--- src/rtl/calc_seq_pkg.sv ---
// Shared types and constants for the calculator-port bus sequencer.
package calc_seq_pkg;

  typedef enum logic [3:0] {
    IDLE,
    WR_A,
    GAP_A,
    WR_B,
    GAP_B,
    WR_OP,
    GAP_OP,
    WAIT,
    RESP,
    CLR_WR,
    CLR_GAP
  } seq_state_t;

  typedef enum logic [3:0] {
    OP_NONE = 4'd0,
    OP_ADD  = 4'd1,
    OP_SUB  = 4'd2,
    OP_MUL  = 4'd3,
    OP_DIV  = 4'd4
  } calc_op_t;

  localparam logic [31:0] DEF_ADDR_OP = 32'd0;
  localparam logic [31:0] DEF_ADDR_A  = 32'd16;
  localparam logic [31:0] DEF_ADDR_B  = 32'd20;

  // Wide enough for the longest timed state (compute window up to 4095).
  localparam int CNT_W = 12;

  function automatic logic op_legal(input logic [3:0] op, input int unsigned num_ops);
    return (op != OP_NONE) && (32'(op) <= num_ops);
  endfunction

endpackage

--- src/rtl/calc_seq_timer.sv ---
// Loadable down-counter shared by every timed state; done flags the final cycle.
module calc_seq_timer
  import calc_seq_pkg::*;
(
  input  logic             clk,
  input  logic             rst_n,
  input  logic             load,
  input  logic [CNT_W-1:0] load_val,
  output logic             done
);

  logic [CNT_W-1:0] count;

  // Parks at 1 instead of wrapping; the owner reloads on every state entry.
  always_ff @(posedge clk or negedge rst_n) begin
    if (!rst_n) begin
      count <= '0;
    end else if (load) begin
      count <= load_val;
    end else if (count > CNT_W'(1)) begin
      count <= count - CNT_W'(1);
    end
  end

  assign done = (count == CNT_W'(1));

endmodule

--- src/rtl/calc_bus_sequencer.sv ---
// Drives one calculator command onto the processor mailbox port (A, B, opcode),
// waits the compute window, then returns the sampled result.
module calc_bus_sequencer
  import calc_seq_pkg::*;
#(
  parameter logic [31:0] ADDR_A         = DEF_ADDR_A,
  parameter logic [31:0] ADDR_B         = DEF_ADDR_B,
  parameter logic [31:0] ADDR_OP        = DEF_ADDR_OP,
  parameter int unsigned HOLD_CYCLES    = 10,
  parameter int unsigned GAP_CYCLES     = 10,
  parameter int unsigned COMPUTE_CYCLES = 64,
  parameter int unsigned NUM_OPS        = 32'(OP_DIV),
  parameter bit          CLEAR_OP       = 1'b1
) (
  input  logic        CLK,
  input  logic        RST_N,
  input  logic        cmd_valid,
  output logic        cmd_ready,
  input  logic [31:0] cmd_a,
  input  logic [31:0] cmd_b,
  input  logic [3:0]  cmd_op,
  output logic        rsp_valid,
  input  logic        rsp_ready,
  output logic [31:0] rsp_data,
  output logic        rsp_err,
  output logic        busy,
  output logic [31:0] EntradaCalcu,
  output logic [31:0] addressCalcu,
  output logic        writeEnableCalcu,
  input  logic [31:0] resultadoCalcu,
  output seq_state_t  state
);

  localparam logic [CNT_W-1:0] HOLD_LD = CNT_W'(HOLD_CYCLES);
  localparam logic [CNT_W-1:0] GAP_LD  = CNT_W'(GAP_CYCLES);
  localparam logic [CNT_W-1:0] COMP_LD = CNT_W'(COMPUTE_CYCLES);

  logic [31:0]      b_q;
  logic [3:0]       op_q;
  logic             accept;
  logic             cmd_legal;
  logic             rsp_hs;
  logic             load;
  logic [CNT_W-1:0] load_val;
  logic             done;

  // Handshakes: a transfer happens on a rising edge where valid and ready are
  // both high; rsp_valid never drops without a transfer, cmd_ready only in IDLE.
  assign accept    = (state == IDLE) && cmd_valid && cmd_ready;
  assign cmd_legal = op_legal(cmd_op, NUM_OPS);
  assign rsp_hs    = (state == RESP) && rsp_ready;
  assign busy      = (state != IDLE);

  always_comb begin
    load     = 1'b0;
    load_val = HOLD_LD;
    unique case (state)
      IDLE:                       load = accept && cmd_legal;
      WR_A, WR_B, WR_OP, CLR_WR: begin
        load     = done;
        load_val = GAP_LD;
      end
      GAP_A, GAP_B:               load = done;
      GAP_OP: begin
        load     = done;
        load_val = COMP_LD;
      end
      RESP:                       load = rsp_hs && CLEAR_OP && !rsp_err;
      default:                    load = 1'b0;
    endcase
  end

  calc_seq_timer u_timer (
    .clk      (CLK),
    .rst_n    (RST_N),
    .load     (load),
    .load_val (load_val),
    .done     (done)
  );

  always_ff @(posedge CLK or negedge RST_N) begin
    if (!RST_N) begin
      state            <= IDLE;
      cmd_ready        <= 1'b0;
      rsp_valid        <= 1'b0;
      rsp_data         <= '0;
      rsp_err          <= 1'b0;
      EntradaCalcu     <= '0;
      addressCalcu     <= '0;
      writeEnableCalcu <= 1'b1;
      b_q              <= '0;
      op_q             <= '0;
    end else begin
      unique case (state)
        IDLE: begin
          cmd_ready <= 1'b1;
          if (accept) begin
            cmd_ready <= 1'b0;
            b_q       <= cmd_b;
            op_q      <= cmd_op;
            if (cmd_legal) begin
              state            <= WR_A;
              addressCalcu     <= ADDR_A;
              EntradaCalcu     <= cmd_a;
              writeEnableCalcu <= 1'b0;
            end else begin
              // Rejected opcode: answer at once, the bus is never touched.
              state     <= RESP;
              rsp_valid <= 1'b1;
              rsp_err   <= 1'b1;
              rsp_data  <= '0;
            end
          end
        end
        WR_A: if (done) begin
          state            <= GAP_A;
          writeEnableCalcu <= 1'b1;
        end
        GAP_A: if (done) begin
          state            <= WR_B;
          addressCalcu     <= ADDR_B;
          EntradaCalcu     <= b_q;
          writeEnableCalcu <= 1'b0;
        end
        WR_B: if (done) begin
          state            <= GAP_B;
          writeEnableCalcu <= 1'b1;
        end
        GAP_B: if (done) begin
          state            <= WR_OP;
          addressCalcu     <= ADDR_OP;
          EntradaCalcu     <= 32'(op_q);
          writeEnableCalcu <= 1'b0;
        end
        WR_OP: if (done) begin
          state            <= GAP_OP;
          writeEnableCalcu <= 1'b1;
        end
        GAP_OP: if (done) begin
          state <= WAIT;
        end
        WAIT: if (done) begin
          state     <= RESP;
          rsp_valid <= 1'b1;
          rsp_err   <= 1'b0;
          rsp_data  <= resultadoCalcu;
        end
        RESP: if (rsp_ready) begin
          rsp_valid <= 1'b0;
          if (CLEAR_OP && !rsp_err) begin
            state            <= CLR_WR;
            addressCalcu     <= ADDR_OP;
            EntradaCalcu     <= '0;
            writeEnableCalcu <= 1'b0;
          end else begin
            state     <= IDLE;
            cmd_ready <= 1'b1;
          end
        end
        CLR_WR: if (done) begin
          state            <= CLR_GAP;
          writeEnableCalcu <= 1'b1;
        end
        CLR_GAP: if (done) begin
          state     <= IDLE;
          cmd_ready <= 1'b1;
        end
        default: state <= IDLE;
      endcase
    end
  end

endmodule
--- config.mk ---
export PLATFORM = sky130hd
export DESIGN_NAME = calc_bus_sequencer
export DESIGN_NICKNAME = d
export VERILOG_FILES = /design/src/rtl/calc_seq_pkg.sv /design/src/rtl/calc_seq_timer.sv /design/src/rtl/calc_bus_sequencer.sv
export SDC_FILE = /design/constraint.sdc
export NUM_CORES = 1
export LEC_CHECK = 0
export ABC_AREA = 1
export CORE_ASPECT_RATIO = 0.5
export CORE_MARGIN = 2
export CORE_UTILIZATION = 50
export DETAILED_ROUTE_END_ITERATION = 12
export PLACE_DENSITY = 0.95
export SLEW_MARGIN = 10
export SYNTH_ARGS = -nofsm -noshare
export SYNTH_HDL_FRONTEND = slang
export SYNTH_SLANG_ARGS = --single-unit
--- constraint.sdc ---
create_clock -name CLK -period 4 [get_ports CLK]
set_clock_uncertainty 0.1 [all_clocks]
set_input_delay 1 -clock CLK [delete_from_list [all_inputs] [get_ports CLK]]
set_output_delay 1 -clock CLK [all_outputs]
set_load 0.02 [all_outputs]
======== Word-level counts from Yosys, hierarchy flattened ========
Index checks and enable logic that the tools add are counted.
cells by class
  reduce and logical (&&, ||, !) cells .... 26
  add/subtract/negate cells ............... 1
  equality and inequality tests ........... 28
  multiplexer cells ....................... 50
  magnitude comparators ................... 2
operator list
  kind                                                                    count
  32-bit two-way mux                                                      13
  32-bit one-hot mux with 4 select lines                                  2
  32-bit one-hot mux with 2 select lines                                  1
  4-bit two-way mux                                                       13
  4-bit one-hot mux with 11 select lines                                  1
  2-bit != test (second input constant)                                   15
  12-bit two-way mux                                                      2
  4-bit by 3-bit == test with 1-bit output (second input constant)        4
  4-bit nonzero test                                                      4
  7-bit AND reduction                                                     2
  12-bit by 1-bit == test with 1-bit output (second input constant)       1
  4-bit == test (second input constant)                                   3
  12-bit by 1-bit > comparator with 1-bit output (second input constant)  1
  1-bit two-way mux                                                       12
  12-bit by 1-bit subtractor with 12-bit output (second input constant)   1
  11-bit AND reduction                                                    1
  1-bit one-hot mux with 3 select lines                                   3
  4-bit by 2-bit == test with 1-bit output (second input constant)        2
  4-bit AND reduction                                                     2
  7-bit two-way mux                                                       1
  7-bit OR reduction                                                      1
  1-bit logical AND                                                       6
  3-bit nonzero test                                                      2
  5-bit AND reduction                                                     1
  11 further kinds                                                        13
word-level totals
  input bits .............................. 104
  flip-flop bits (word level) ............. 152
  logic and storage cells ................. 118

======== Longest topological paths before layout ========
  depth in word-level cells ............... 6
  gate-level depth with buffers ........... 11
  depth with buffers taken out ............ 11

======== Hierarchy ========
From an unflattened synthesis, not the netlist that was laid out.
second synthesis, totals
  cells, all modules ...................... 885
  area total of the unflattened synthesis .. 6523.8 um^2
by module, submodules not included
  module              sequential area each (um^2)  times used  cells an instance  area each (um^2)
  calc_bus_sequencer  2753.9                       1           751                5592.9
  calc_seq_timer      300.3                        1           134                930.9

======== Worst setup path after synthesis ========
Ideal clock, no wire load.
  path kind ............................... input to register
  from .................................... input cmd_op[1]
  to ...................................... register rsp_data[11]
  setup slack ............................. 1843 ps
  cell stages on the path ................. 9
  arrival ................................. 1936 ps
  data required time ...................... 3780 ps
  path through ............................ o21ai_0 nand3_1 nor2_1 nor2_4 inv_2 nor2_8 buf_4 nand3_1 nand2_1
between the ends
  word-level cells in the longest chain between the ends .. 4
  elaborated cells on any way between the ends .. 5
  classes of those cells .................. 1 x order compare; 1 x eq/ne; 3 x reduce/logical
RTL lines
  element                                                                               RTL line                   text
  start: declaration                                                                    calc_bus_sequencer.sv:21   input logic [3:0] cmd_op,
  4-bit by 3-bit <= comparator with 1-bit output or 4-bit nonzero test (tied branches)  calc_seq_pkg.sv:34         return (op != OP_NONE) && (32'(op) <= num_ops);
  1-bit logical AND *                                                                   calc_seq_pkg.sv:34
  2-bit != test (no source line) *                                                      --
  4-bit AND reduction (no source line) *                                                --
  end signal: assignment                                                                calc_bus_sequencer.sv:146  rsp_data <= resultadoCalcu;
  end: declaration                                                                      calc_bus_sequencer.sv:24   output logic [31:0] rsp_data,
Mark *: on every way between the ends. The rest lies on a longest branch, timed or not.
A chain may end at the register's enable or synchronous reset.

======== Worst setup path in the final report ========
  from .................................... register state[2]
  to ...................................... output busy
between the ends
  word-level cells in the longest chain between the ends .. 1
RTL lines
  element                   RTL line                   text
  start: declaration        calc_bus_sequencer.sv:31   output seq_state_t state
  start signal: assignment  calc_bus_sequencer.sv:83   state <= IDLE;
  start signal: assignment  calc_bus_sequencer.sv:102  state <= WR_A;
  start signal: assignment  calc_bus_sequencer.sv:108  state <= RESP;
  4-bit nonzero test        calc_bus_sequencer.sv:52   assign busy = (state != IDLE);
  end: declaration          calc_bus_sequencer.sv:26   output logic busy,
No other way between the ends.

==> results.md <==
Status:
- The run finished with clean final reports.

Global routing:
- The number of global-route vias before repair is 5582.
- The initial antenna violation count is 0.
- The global-route congestion overflow total is 0.
- The first global-routing pass estimated 25900 microns of wire.
- The total global routing track utilization is 24.8%.
- Entering global routing, the biggest net connects 65 pins.

Setup path:
- Data on the critical path is required at its endpoint by 2.90 ns.
- The path type of the worst setup path is reg2out.
- The start of the worst register-to-register path is state[3]$_DFFE_PN0P_.
- The start point of the critical path is state[2]$_DFFE_PN0P_.
- The worst setup path is captured at an output pin.
- The largest fanout on the critical path is 7.
- The arrival time reported for the critical path endpoint is 1.85 ns.
- STA classifies the critical path startpoint as a flip-flop.

Clocking:
- The H-tree was split into 4 levels.
- The post-cts gate resize count is 0.
- The CTS root buffer is sky130_fd_sc_hd__clkbuf_16.
- The later pin in the worst-skew pair is clocked with a latency of 0.41 ns.
- TritonCTS built the clock tree.
- In this run the post-CTS setup repair buffer count came out at 0.
- The clock net in this run drives a total of 122 sinks.
- Counting along the longest clock path gives a buffer depth of 2.
- The total clock buffers created by CTS is 17.
- After clock tree synthesis, the clock-pin slew on the worst setup and hold paths is 0.05 ns.
- In this run, post-CTS hold repair placed 0 buffers.

Logic synthesis:
- After synthesis, the netlist uses 33 different library cells.
- After technology mapping, the gate count stands at 792.
- The mean cell area of the mapped netlist is 7.73 sq um.
- The leading register cell type out of synthesis is sky130_fd_sc_hd__dfrtp_1.
- The proportion of register bits with asynchronous set or reset after synthesis is 100%.
- The total number of yosys warnings is 0.
- The register bit total from synthesis is 122.
- The number of synthesized flops with an enable pin is 0.
- The portion of the post-synthesis area used by sequential elements is 49.9%.
- The synthesized netlist occupies a cell area of 6120 sq um.

Die:
- The die covers 13200 sq um.
- The standard cell core area is 11900 sq um.
- The effective utilization at floorplan is 51.5%.
- The die extent in y is 82.2 microns.
- The die is 160 microns wide.
- Pin placement for this block handled 209 I/O pins.
- The site row count is 28.

Place:
- The final weighted congestion of routability-driven global placement is 1.00.
- The number of port buffers is 178.
- The post-DP HPWL is 11200 microns.
- The number of cells after detailed placement is 1107.

STA:
- The part of the cycle the worst path needs is 73.8%.
- Setup violations remaining at the end of the flow were counted as 0.
- Static timing analysis puts the maximum clock frequency at 339 MHz.
- The number of pins exceeding their max-slew limit in the final report was 0.
- The accumulated negative setup slack is 0 ns.
- For the pin with the worst max-slew slack, the measured transition is 1.04 ns.
- Setup repair after global routing left no endpoint under its margin.
- The number of hold-slack violations in the final timing report is 0.
- In this run the tightest slew margin relative to its limit is 30.6%.
- The time the worst path needs with I/O delays and setup is 2.95 ns.

Min path:
- The path class of the tightest hold or removal check is reg2reg.
- The startpoint of the lowest-slack hold path is b_q[25]$_DFFE_PN0P_.

Route:
- The via-per-instance ratio is 4.96.
- The routed length per placed instance is 14.1 microns.
- The number of iterations in the first detailed-routing pass is 5.
- For this block, the routed nets add up to 16100 microns of wire.
- In this run, the number of DRC markers left after iteration 0 of detailed routing was 434.
- The via count of the routed design is 5648.
- The number of antenna-violating nets in the routed design is 0.
- The number of design rule violations left after detail routing is 0.

Final layout:
- The share of post-route cells with drive strength above 1 is 7.29%.
- The net count of the finished layout is 1067.
- The repair_antennas step left the layout with diodes totalling 0.
- Leaving out filler cells and counting taps, the final layout contains 1139.
- The core occupancy in the finished layout is 70.8%.
- After filler insertion, the fill cell instance count of the layout stands at 885.
- Compared with the post-synthesis result, the final layout area differs by 37.4%.

Job:
- Max-cap violations in this run came to 0.

Power and ir drop:
- For this design the static power due to leakage is 4.34 nW.
- The power per cell area is 747 nW/um^2.
- The total power consumption of the routed design is 6.29 mW.
- The worst voltage drop across the vdd grid is 0.422 mV.
## layer usage
layer	vias to the layer above	routed length, microns	track usage [%]
li1	2743	-	-
met1	2659	6620	29.2
met2	207	8110	45.1
met3	39	961	6.09
met4	0	377	10.0
met5	-	0	0
## state kept, by name (all words and copies together), names as in the netlist
name	flops
b_q	32
rsp_valid	1
EntradaCalcu	32
op_q	4
cmd_ready	1
rsp_err	1
rsp_data	32
u_timer.count	12
writeEnableCalcu	1
state	4
addressCalcu	2
## placed cells by master, fill, tap and decap left out
master / count
sky130_fd_sc_hd__clkinv_2: 5
sky130_fd_sc_hd__o21ai_2: 1
sky130_fd_sc_hd__nand2_2: 8
sky130_fd_sc_hd__nor2_2: 7
sky130_fd_sc_hd__ha_1: 2
sky130_fd_sc_hd__inv_6: 2
sky130_fd_sc_hd__a21oi_1: 8
sky130_fd_sc_hd__dfstp_2: 1
sky130_fd_sc_hd__nand3_1: 48
sky130_fd_sc_hd__nand2_4: 1
sky130_fd_sc_hd__buf_4: 6
sky130_fd_sc_hd__inv_1: 64
sky130_fd_sc_hd__clkbuf_16: 17
sky130_fd_sc_hd__clkinvlp_4: 4
sky130_fd_sc_hd__inv_2: 7
sky130_fd_sc_hd__clkdlybuf4s50_1: 177
sky130_fd_sc_hd__nand3b_1: 1
sky130_fd_sc_hd__nor2_4: 4
sky130_fd_sc_hd__o21ai_0: 64
sky130_fd_sc_hd__o21bai_1: 1
sky130_fd_sc_hd__buf_12: 1
sky130_fd_sc_hd__nor3_1: 7
sky130_fd_sc_hd__xor2_1: 5
sky130_fd_sc_hd__nand2_1: 326
sky130_fd_sc_hd__inv_8: 1
sky130_fd_sc_hd__nand4_4: 1
sky130_fd_sc_hd__nor2_8: 1
sky130_fd_sc_hd__conb_1: 30
sky130_fd_sc_hd__dfrtp_1: 121
sky130_fd_sc_hd__o21ai_1: 14
sky130_fd_sc_hd__nand4_1: 2
sky130_fd_sc_hd__xnor2_1: 1
sky130_fd_sc_hd__or2_2: 1
sky130_fd_sc_hd__clkinv_4: 1
sky130_fd_sc_hd__o211ai_1: 2
sky130_fd_sc_hd__clkbuf_8: 1
sky130_fd_sc_hd__nor2_1: 29
sky130_fd_sc_hd__nor3b_1: 1
sky130_fd_sc_hd__bufinv_16: 1
## worst max-delay path: stages (launching register included)
cell	delay, ns
sky130_fd_sc_hd__dfrtp_1	0.46
sky130_fd_sc_hd__nor2_2	0.30
sky130_fd_sc_hd__nand2_4	0.12
sky130_fd_sc_hd__clkdlybuf4s50_1	0.57
## synthesized netlist by cell type (6+ instances only)
master	count	area, sq um
sky130_fd_sc_hd__inv_1	64	240
sky130_fd_sc_hd__nand2_1	326	1220
sky130_fd_sc_hd__a21oi_1	8	40.0
sky130_fd_sc_hd__buf_2	16	80.1
sky130_fd_sc_hd__nand3_1	48	240
sky130_fd_sc_hd__nor2_1	30	113
sky130_fd_sc_hd__buf_4	34	255
sky130_fd_sc_hd__inv_2	7	26.3
sky130_fd_sc_hd__nand2_2	8	50.1
sky130_fd_sc_hd__o21ai_1	14	70.1
sky130_fd_sc_hd__o21ai_0	64	320
sky130_fd_sc_hd__nor2_2	6	37.5
sky130_fd_sc_hd__nor3_1	7	35.0
sky130_fd_sc_hd__dfrtp_1	121	3030
## stage by stage
| step | hold slack [ns] | setup slack (ns) | area (sq um) |
|---|---|---|---|
| floorplan | 0.342 | 1.84 | 6230 |
| global placement | 0.353 | 0.946 | 7850 |
| detailed placement | 0.358 | 0.850 | 7850 |
| CTS | 0.373 | 1.04 | 8410 |
| global route | 0.388 | 0.952 | 8410 |
| finish | 0.371 | 1.05 | 8410 |
## power by group
group          leakage (nW)  switching (mW)  internal (mW)  total [mW]
registers              1.57           0.294           1.68        1.98
logic                  2.49            1.84           1.02        2.86
clock network         0.270           0.578          0.872        1.45
total                  4.34            2.71           3.58        6.29
## area by class of cell
| class | instances | area, sq um | area share, % |
|---|---|---|---|
| clock buffers | 18 | 439 | 5.22 |
| clock inverters | 14 | 123 | 1.46 |
| inverters | 71 | 267 | 3.17 |
| multi-input cells | 565 | 2480 | 29.5 |
| flip-flops and latches | 122 | 3050 | 36.3 |
| well taps | 165 | 206 | 2.45 |
| repair buffers | 184 | 1840 | 21.8 |
## path summary, 6_finish.rpt
| check | endpoint | slack (ns) | cells past startpoint |
|---|---|---|---|
| min | b_q[25]$_DFFE_PN0P_ | 0.37 | 2 |
| max | busy | 1.05 | 3 |
| min reg2reg | b_q[25]$_DFFE_PN0P_ | 0.37 | 2 |
| min in group asynchronous | rsp_data[5]$_DFFE_PN0P_ | 0.57 | 1 |
| max reg2reg | rsp_err$_DFFE_PN0P_ | 1.27 | 8 |
| max in group asynchronous | writeEnableCalcu$_DFFE_PN1P_ | 2.37 | 2 |
## cells by family (layout without fill, tap and decap cells)
kind of cell,count (synthesis),count (layout),share of synthesized area [%]
simple gates,437,437,29.9
buf+inv,134,287,11.3
flops,122,122,49.9
compound gates,90,90,7.54
xor+xnor,6,6,0.859
fa+ha+maj,2,2,0.409
other cells,1,30,0.0613
No activity file was read; power rests on OpenSTA's default activity.
